`src/rtl/debounce_pkg.sv`:
```
// rtl/debounce_pkg.sv - timing constants and helpers shared by debounce_bank and debounce_channel
package debounce_pkg;

  localparam int CLK_HZ = 100000000;

  function automatic int ms_to_cycles(input int ms);
    return ms * (CLK_HZ / 1000);
  endfunction

  localparam int DEBOUNCE_CYCLES_DEF = ms_to_cycles(10);
  localparam int HOLD_CYCLES_DEF     = ms_to_cycles(500);
  localparam int REPEAT_CYCLES_DEF   = ms_to_cycles(100);

  // A flip needs at least two counted cycles so edge pulses can never be back to back.
  function automatic bit cfg_ok(input int deb, input int hold, input int rep);
    return (deb >= 2) && (hold >= 2) && (rep >= 1);
  endfunction

endpackage

```
`src/rtl/debounce_channel.sv`:
```
// rtl/debounce_channel.sv - one-bit synchroniser, debounce counter, edge pulses and optional auto-repeat
// Auto-repeat is built only when DEBOUNCE_REPEAT_EN is defined; otherwise rep is tied low.
module debounce_channel
  import debounce_pkg::*;
#(
  parameter int DEBOUNCE_CYCLES = DEBOUNCE_CYCLES_DEF,
  parameter int HOLD_CYCLES     = HOLD_CYCLES_DEF,
  parameter int REPEAT_CYCLES   = REPEAT_CYCLES_DEF
) (
  input  logic clk,
  input  logic reset,
  input  logic noisy,
  output logic clean,
  output logic rise,
  output logic fall,
  output logic rep,
  output logic rise_set
);

  localparam int CNT_W = $clog2(DEBOUNCE_CYCLES);
  localparam logic [CNT_W-1:0] CNT_LAST = CNT_W'(DEBOUNCE_CYCLES - 1);
  localparam bit CFG_OK = cfg_ok(DEBOUNCE_CYCLES, HOLD_CYCLES, REPEAT_CYCLES);

  logic             sync0;
  logic             sync1;
  logic [CNT_W-1:0] cnt;
  logic             flip;
  logic             clean_next;

  assign flip       = (sync1 != clean) && (cnt == CNT_LAST);
  assign rise_set   = flip && sync1;
  assign clean_next = flip ? sync1 : clean;

  always_ff @(posedge clk) begin
    if (reset) begin
      sync0 <= 1'b0;
      sync1 <= 1'b0;
      cnt   <= '0;
      clean <= 1'b0;
      rise  <= 1'b0;
      fall  <= 1'b0;
    end else begin
      sync0 <= noisy;
      sync1 <= sync0;
      rise  <= flip && sync1;
      fall  <= flip && !sync1;
      if (sync1 == clean) begin
        cnt <= '0;
      end else if (flip) begin
        clean <= sync1;
        cnt   <= '0;
      end else begin
        cnt <= cnt + 1'b1;
      end
    end
  end

`ifdef DEBOUNCE_REPEAT_EN
  localparam int HW = $clog2((HOLD_CYCLES > REPEAT_CYCLES) ? HOLD_CYCLES : REPEAT_CYCLES);

  // hcnt first times the initial hold, then is reused for the repeat period once in_rep is set.
  logic [HW-1:0] hcnt;
  logic          in_rep;

  always_ff @(posedge clk) begin
    if (reset || !clean_next || rise_set) begin
      hcnt   <= '0;
      in_rep <= 1'b0;
      rep    <= 1'b0;
    end else if (!in_rep) begin
      if (hcnt == HW'(HOLD_CYCLES - 2)) begin
        hcnt   <= '0;
        in_rep <= 1'b1;
        rep    <= 1'b1;
      end else begin
        hcnt <= hcnt + 1'b1;
        rep  <= 1'b0;
      end
    end else begin
      if (hcnt == HW'(REPEAT_CYCLES - 1)) begin
        hcnt <= '0;
        rep  <= 1'b1;
      end else begin
        hcnt <= hcnt + 1'b1;
        rep  <= 1'b0;
      end
    end
  end
`else
  logic unused_clean_next;
  assign unused_clean_next = clean_next;
  assign rep = 1'b0 & ~CFG_OK;
`endif

endmodule

```
`src/rtl/debounce_bank.sv`:
```
// rtl/debounce_bank.sv - N_CH independent debounced button/switch channels plus a shared any_rise pulse
// Define DEBOUNCE_REPEAT_EN to build the per-channel auto-repeat counters.
module debounce_bank
  import debounce_pkg::*;
#(
  parameter int N_CH            = 5,
  parameter int DEBOUNCE_CYCLES = DEBOUNCE_CYCLES_DEF,
  parameter int HOLD_CYCLES     = HOLD_CYCLES_DEF,
  parameter int REPEAT_CYCLES   = REPEAT_CYCLES_DEF
) (
  input  logic            clk,
  input  logic            reset,
  input  logic [N_CH-1:0] noisy_in,
  output logic [N_CH-1:0] clean_out,
  output logic [N_CH-1:0] rise_pulse,
  output logic [N_CH-1:0] fall_pulse,
  output logic            any_rise,
  output logic [N_CH-1:0] repeat_pulse
);

  logic [N_CH-1:0] rise_set;

  for (genvar i = 0; i < N_CH; i++) begin : g_ch
    debounce_channel #(
      .DEBOUNCE_CYCLES(DEBOUNCE_CYCLES),
      .HOLD_CYCLES    (HOLD_CYCLES),
      .REPEAT_CYCLES  (REPEAT_CYCLES)
    ) u_ch (
      .clk     (clk),
      .reset   (reset),
      .noisy   (noisy_in[i]),
      .clean   (clean_out[i]),
      .rise    (rise_pulse[i]),
      .fall    (fall_pulse[i]),
      .rep     (repeat_pulse[i]),
      .rise_set(rise_set[i])
    );
  end

  // Built from the channels' next-cycle rise so it lands in the same cycle as rise_pulse.
  always_ff @(posedge clk) begin
    if (reset) begin
      any_rise <= 1'b0;
    end else begin
      any_rise <= |rise_set;
    end
  end

endmodule

```
`config.mk`:
```
export PLATFORM = sky130hd
export DESIGN_NAME = debounce_bank
export DESIGN_NICKNAME = d
export VERILOG_FILES = /design/src/rtl/debounce_pkg.sv /design/src/rtl/debounce_channel.sv /design/src/rtl/debounce_bank.sv
export SDC_FILE = /design/constraint.sdc
export NUM_CORES = 1
export LEC_CHECK = 0
export CORE_UTILIZATION = 47
export CTS_CLUSTER_SIZE = 8
export DETAILED_ROUTE_END_ITERATION = 8
export GPL_ROUTABILITY_DRIVEN = 1
export PLACE_DENSITY_LB_ADDON = 0.1
export SYNTH_ARGS = -nofsm -noshare
export SYNTH_HDL_FRONTEND = slang
export SYNTH_HIERARCHICAL = 1
export SYNTH_SLANG_ARGS = --single-unit
```
`constraint.sdc`:
```
create_clock -name clk -period 4.4 [get_ports clk]
set_input_delay 0.88 -clock clk [delete_from_list [all_inputs] [get_ports clk]]
set_output_delay 0.88 -clock clk [all_outputs]
set_load 0.1 [all_outputs]
```
After elaboration in Yosys (flattened, before gate mapping)
Index checks and enable logic that the tools add are counted.
{"block": "op_classes", "addsub": 5, "n_reduce_logical": 31, "n_bitwise": 5, "eq_ne": 15}
{"operator": "$add 20x1->20 const B", "count": 5}
{"operator": "$eq 20x20->1 const B", "count": 5}
{"operator": "$logic_and 1x1->1", "count": 15}
{"operator": "$reduce_or 3->1", "count": 5}
{"operator": "$reduce_and 2->1", "count": 5}
{"operator": "$eq 1x1->1", "count": 5}
{"operator": "$logic_not 1->1", "count": 5}
{"operator": "$ne 1x1->1", "count": 5}
{"operator": "$not 1->1", "count": 5}
{"operator": "$reduce_or 5->1", "count": 1}
{"block": "word_totals", "regBits": 126, "wordCells": 87, "in_bits": 7}

Longest topological paths before layout
{"block": "depth", "depth_word": 4, "mapped_depth": 6, "depth_no_buf": 6}

By module
Netlist, hierarchy kept.
{"module": "debounce_channel", "n_inst": 5, "area_per_inst_um2": 1081.0, "seq_area_each_um2": 500.5, "cells_each": 125}
{"module": "debounce_bank", "n_inst": 1, "area_per_inst_um2": 33.8, "seq_area_each_um2": 20.0, "cells_each": 4}

Worst setup path before layout
No wires, ideal clock.
{"block": "synth_timing", "path_kind": "register to register", "from": "reg g_ch[0].u_ch.cnt[0]", "to": "reg g_ch[0].u_ch.cnt[14]", "setup_slack_ns": 2.526, "setup_ns": 0.070, "required_ns": 4.330, "arrival_ns": 1.804, "path_stages_with_launch": 7, "n_path_buf": 1, "cell_sequence": "dfxtp_1 -> ha_1 -> nand4_1 -> or4_1 -> clkbuf_2 -> or3_1 -> a21oi_1"}
{"block": "synth_via", "elab_chain_cells": 3, "word_cells_on_any_way": 4, "cone_classes": "add/sub (1); eq/ne (1); reduce/logical (2)"}
{"item": "start, declared", "line_no": "debounce_channel.sv:26", "source": "logic [CNT_W-1:0] cnt;"}
{"item": "start signal, assigned", "line_no": "debounce_channel.sv:53", "source": "cnt <= cnt + 1'b1;"}
{"item": "parallel branches: the longest is 3 deep, another holds $add 20x1->20"}
Parallel ways; which one is timed is not known.
A chain may end at the register's enable or synchronous reset.

Worst setup path in the final report
{"block": "layout_timing", "from": "reg g_ch[1].u_ch.clean", "to": "out clean_out[1]"}
{"item": "start, declared", "line_no": "debounce_channel.sv:13", "source": "output logic clean,"}
{"item": "start signal, assigned", "line_no": "debounce_channel.sv:50", "source": "clean <= sync1;"}
{"item": "end, declared", "line_no": "debounce_bank.sv:14", "source": "output logic [N_CH-1:0] clean_out,"}
No word-level cell between the ends.

==> results.md <==
- Initial antenna violation count: 0
- Max Fclk: 345 MHz
- Worst Hold Margin: 0.431 ns
- Yosys reg bits: 126
- Post-Syn Nets: 641
- Starting density of the core: 49.1%
- CP peak stage delay: 1.17 ns
- Clock transition at path regs: 0.05 ns
- CP arrival: 2.02 ns
- Top post-synthesis cells by area: dfxtp_1 46%, xnor2_1 6.4%, nor2_1 5.6%
- Post-synth top area share: 46.4%
- R2R setup slack: between 2 and 2.5 ns
- Site Rows: 38
- Minimum clock period: a little under 3 ns
- Synth cell types: 29
- Gr usage total: 19.3%
- Final hold viol count: 0
- Final HPWL DP: 7080 microns
- Area post-placement: 5770 sq um
- Top-count cell post-synth: dfxtp_1
- Crit path launch type: flop
- Crit-path cells: clkdlybuf4s50_1
- Core Area: approximately 11000 sq um
- Dominant synthesized flop cell: dfxtp_1
- First-pass GRT wire length: around 18000 microns
- CTS tree: yes
- Status: complete, no violations
- Overflow after GRT: 0
- Final std cells w/o fill: 808
- Unrepaired setup endpoints after global routing: false
- Worst Tran Pin Value: 0.975 ns
- Synthesis-to-finish area growth: 17.8%
- Worst vdd ir: just under 0.0004 V
- Placed insts: 776
- Setup TNS: 0 ns
- Io pins: 28
- Layout Utilization: 57.8%
- Clock Latency Late Sink: 0.42 ns
- Pwr dens: 417 nW/um^2
- Largest area contributor in the netlist: dfxtp_1
- Final instance area: 6400 sq um
- Post-synthesis sequential area ratio: 46.4%
- DR pass1 iterations: 5
- Min-Delay Path Class: reg2reg
- Slowest CP cell: clkdlybuf4s50_1
- Crit path max-delay family: buffers and inverters
- Root buf cell: clkbuf_16
- DRC violations left: 0
- Critical path type: reg2out
- Setup-failing EPs final: 0
- Hold Buf Count CTS: 0
- CP Buf/Inv Count: 1
- Leak Pwr: 0.00192 uW
- PortBufs: 22
- Register area: 2520 sq um
- Worst r2r src: g_ch[1].u_ch/cnt[0]$_SDFF_PP0_
- H-tree depth: 4
- Clock Path Buffers: 2
- Area of the multi-input gates: 2760 sq um
- Post-Synthesis Cells: 629
- HP Start: g_ch[1].u_ch/sync0$_SDFF_PP0_
- CTS Sinks: 126
- Worst setup EP type: primary output
- Initial DRC count: 227
- Worst Skew: around 0.011 ns
- Layout cells sized above 1: ~7.6%
- Die Y: 110 microns
- ANT cells: 0
- Layout fillers: 1007
- Max-slew violation count: 0
- Ys Warns: 6
- Synth top cells by count: 126 x dfxtp_1, 81 x nor2_1, 45 x nand2_1, 40 x o21ai_0, 40 x xnor2_1
- Routed Antenna Nets: 0
- Cell Area, Synth: 5440 sq um
- Ys async rst share: 0%
- Slew Limit Headroom: 34.8%
- Pin count of the biggest net entering global routing: 27
- Max_cap viols: 0
- CTS resizes: 0
- Nets@finish: 667
- Final Wtd Congestion: 0.799
- Period utilization: 65.9%
- # Post-CTS Setup Buffers: 0
- Num CTS Buffers: 17
- Vias per cell: 5.44
- Die area: ~12000 sq um
- WL/cell: 12.9 microns
- Final WL: around 10000 microns
- Syn avg cell area: 8.65 sq um
- CP Launch Point: g_ch[1].u_ch/clean$_SDFFE_PP0P_
- Vias in the first global route: just under 4000
- CP required: 3.52 ns
- DR vias: 4397
- Crit-path max FO: 4
- Die width: 110 microns
- Post-synth EDFFs: 0
## cells by family after synthesis
logic type,count (synthesis),synth area share (%)
xor gates and xnor gates,60,9.66
DFF,126,46.4
adders and majority gates,5,1.15
and+or+nand+nor,312,30.9
buffers and inverters,35,2.88
other,5,0.345
AOI/OAI and AO/OA,86,8.72
## area by class of cell
type / count / share of cell area, %
Multi-Input combinational cell: 468 / 43.1
Timing Repair Buffer: 27 / 4.02
Sequential cell: 126 / 39.4
Tap cell: 140 / 2.73
Inverter: 15 / 0.879
Clock buffer: 21 / 7.35
Clock inverter: 11 / 2.54
## report_power, final
group	switching [uW]	total, uW	internal (uW)	leakage, uW
Combinational	33.0	44.8	11.8	0.000594
Clock	488	1480	988	0.000305
Sequential	4.56	1150	1150	0.00102
Total	526	2670	2150	0.00192
## placed cells by master, fill, tap and decap left out, types with 15 or more instances in the layout
cell type,count
or3_1,25
inv_1,15
nand3_1,30
xor2_1,20
nor2_1,81
nor2b_1,15
clkdlybuf4s50_1,22
xnor2_1,40
dfxtp_1,126
nor4_1,25
nand2_1,45
a21oi_1,36
clkbuf_16,17
o21ai_0,35
nand4_1,30
## path summary, 6_finish.rpt
check | endpoint | cells after the start
setup / recovery | clean_out[1] | 1
setup reg to reg | g_ch[1].u_ch/cnt[16]$_SDFF_PP0_ | 5
hold reg to reg | g_ch[1].u_ch/sync1$_SDFF_PP0_ | 1
hold / removal | g_ch[1].u_ch/sync1$_SDFF_PP0_ | 1
## per-layer routing
metal / routed length [microns] / track usage [%] / vias to the layer above
met5: 0 / 0 / -
met4: 175 / 8.57 / 0
met3: 439 / 6.70 / 13
met2: 4560 / 27.6 / 65
met1: 5290 / 26.0 / 2041
li1: - / - / 2278
## per-stage QoR
step	total power (uW)	worst slack, ns
finish	2670	1.50
global route	2760	1.46
global placement	1220	1.84
detailed placement	1220	1.77
CTS	2700	1.48
floorplan	1210	2.53
## flip-flops by register name, indices dropped and copies added (netlist names)
register	count
g_ch.u_ch/clean	5
g_ch.u_ch/sync1	5
any_rise	1
g_ch.u_ch/fall	5
g_ch.u_ch/cnt	100
g_ch.u_ch/rise	5
g_ch.u_ch/sync0	5
No activity file was read; power rests on OpenSTA's default activity.
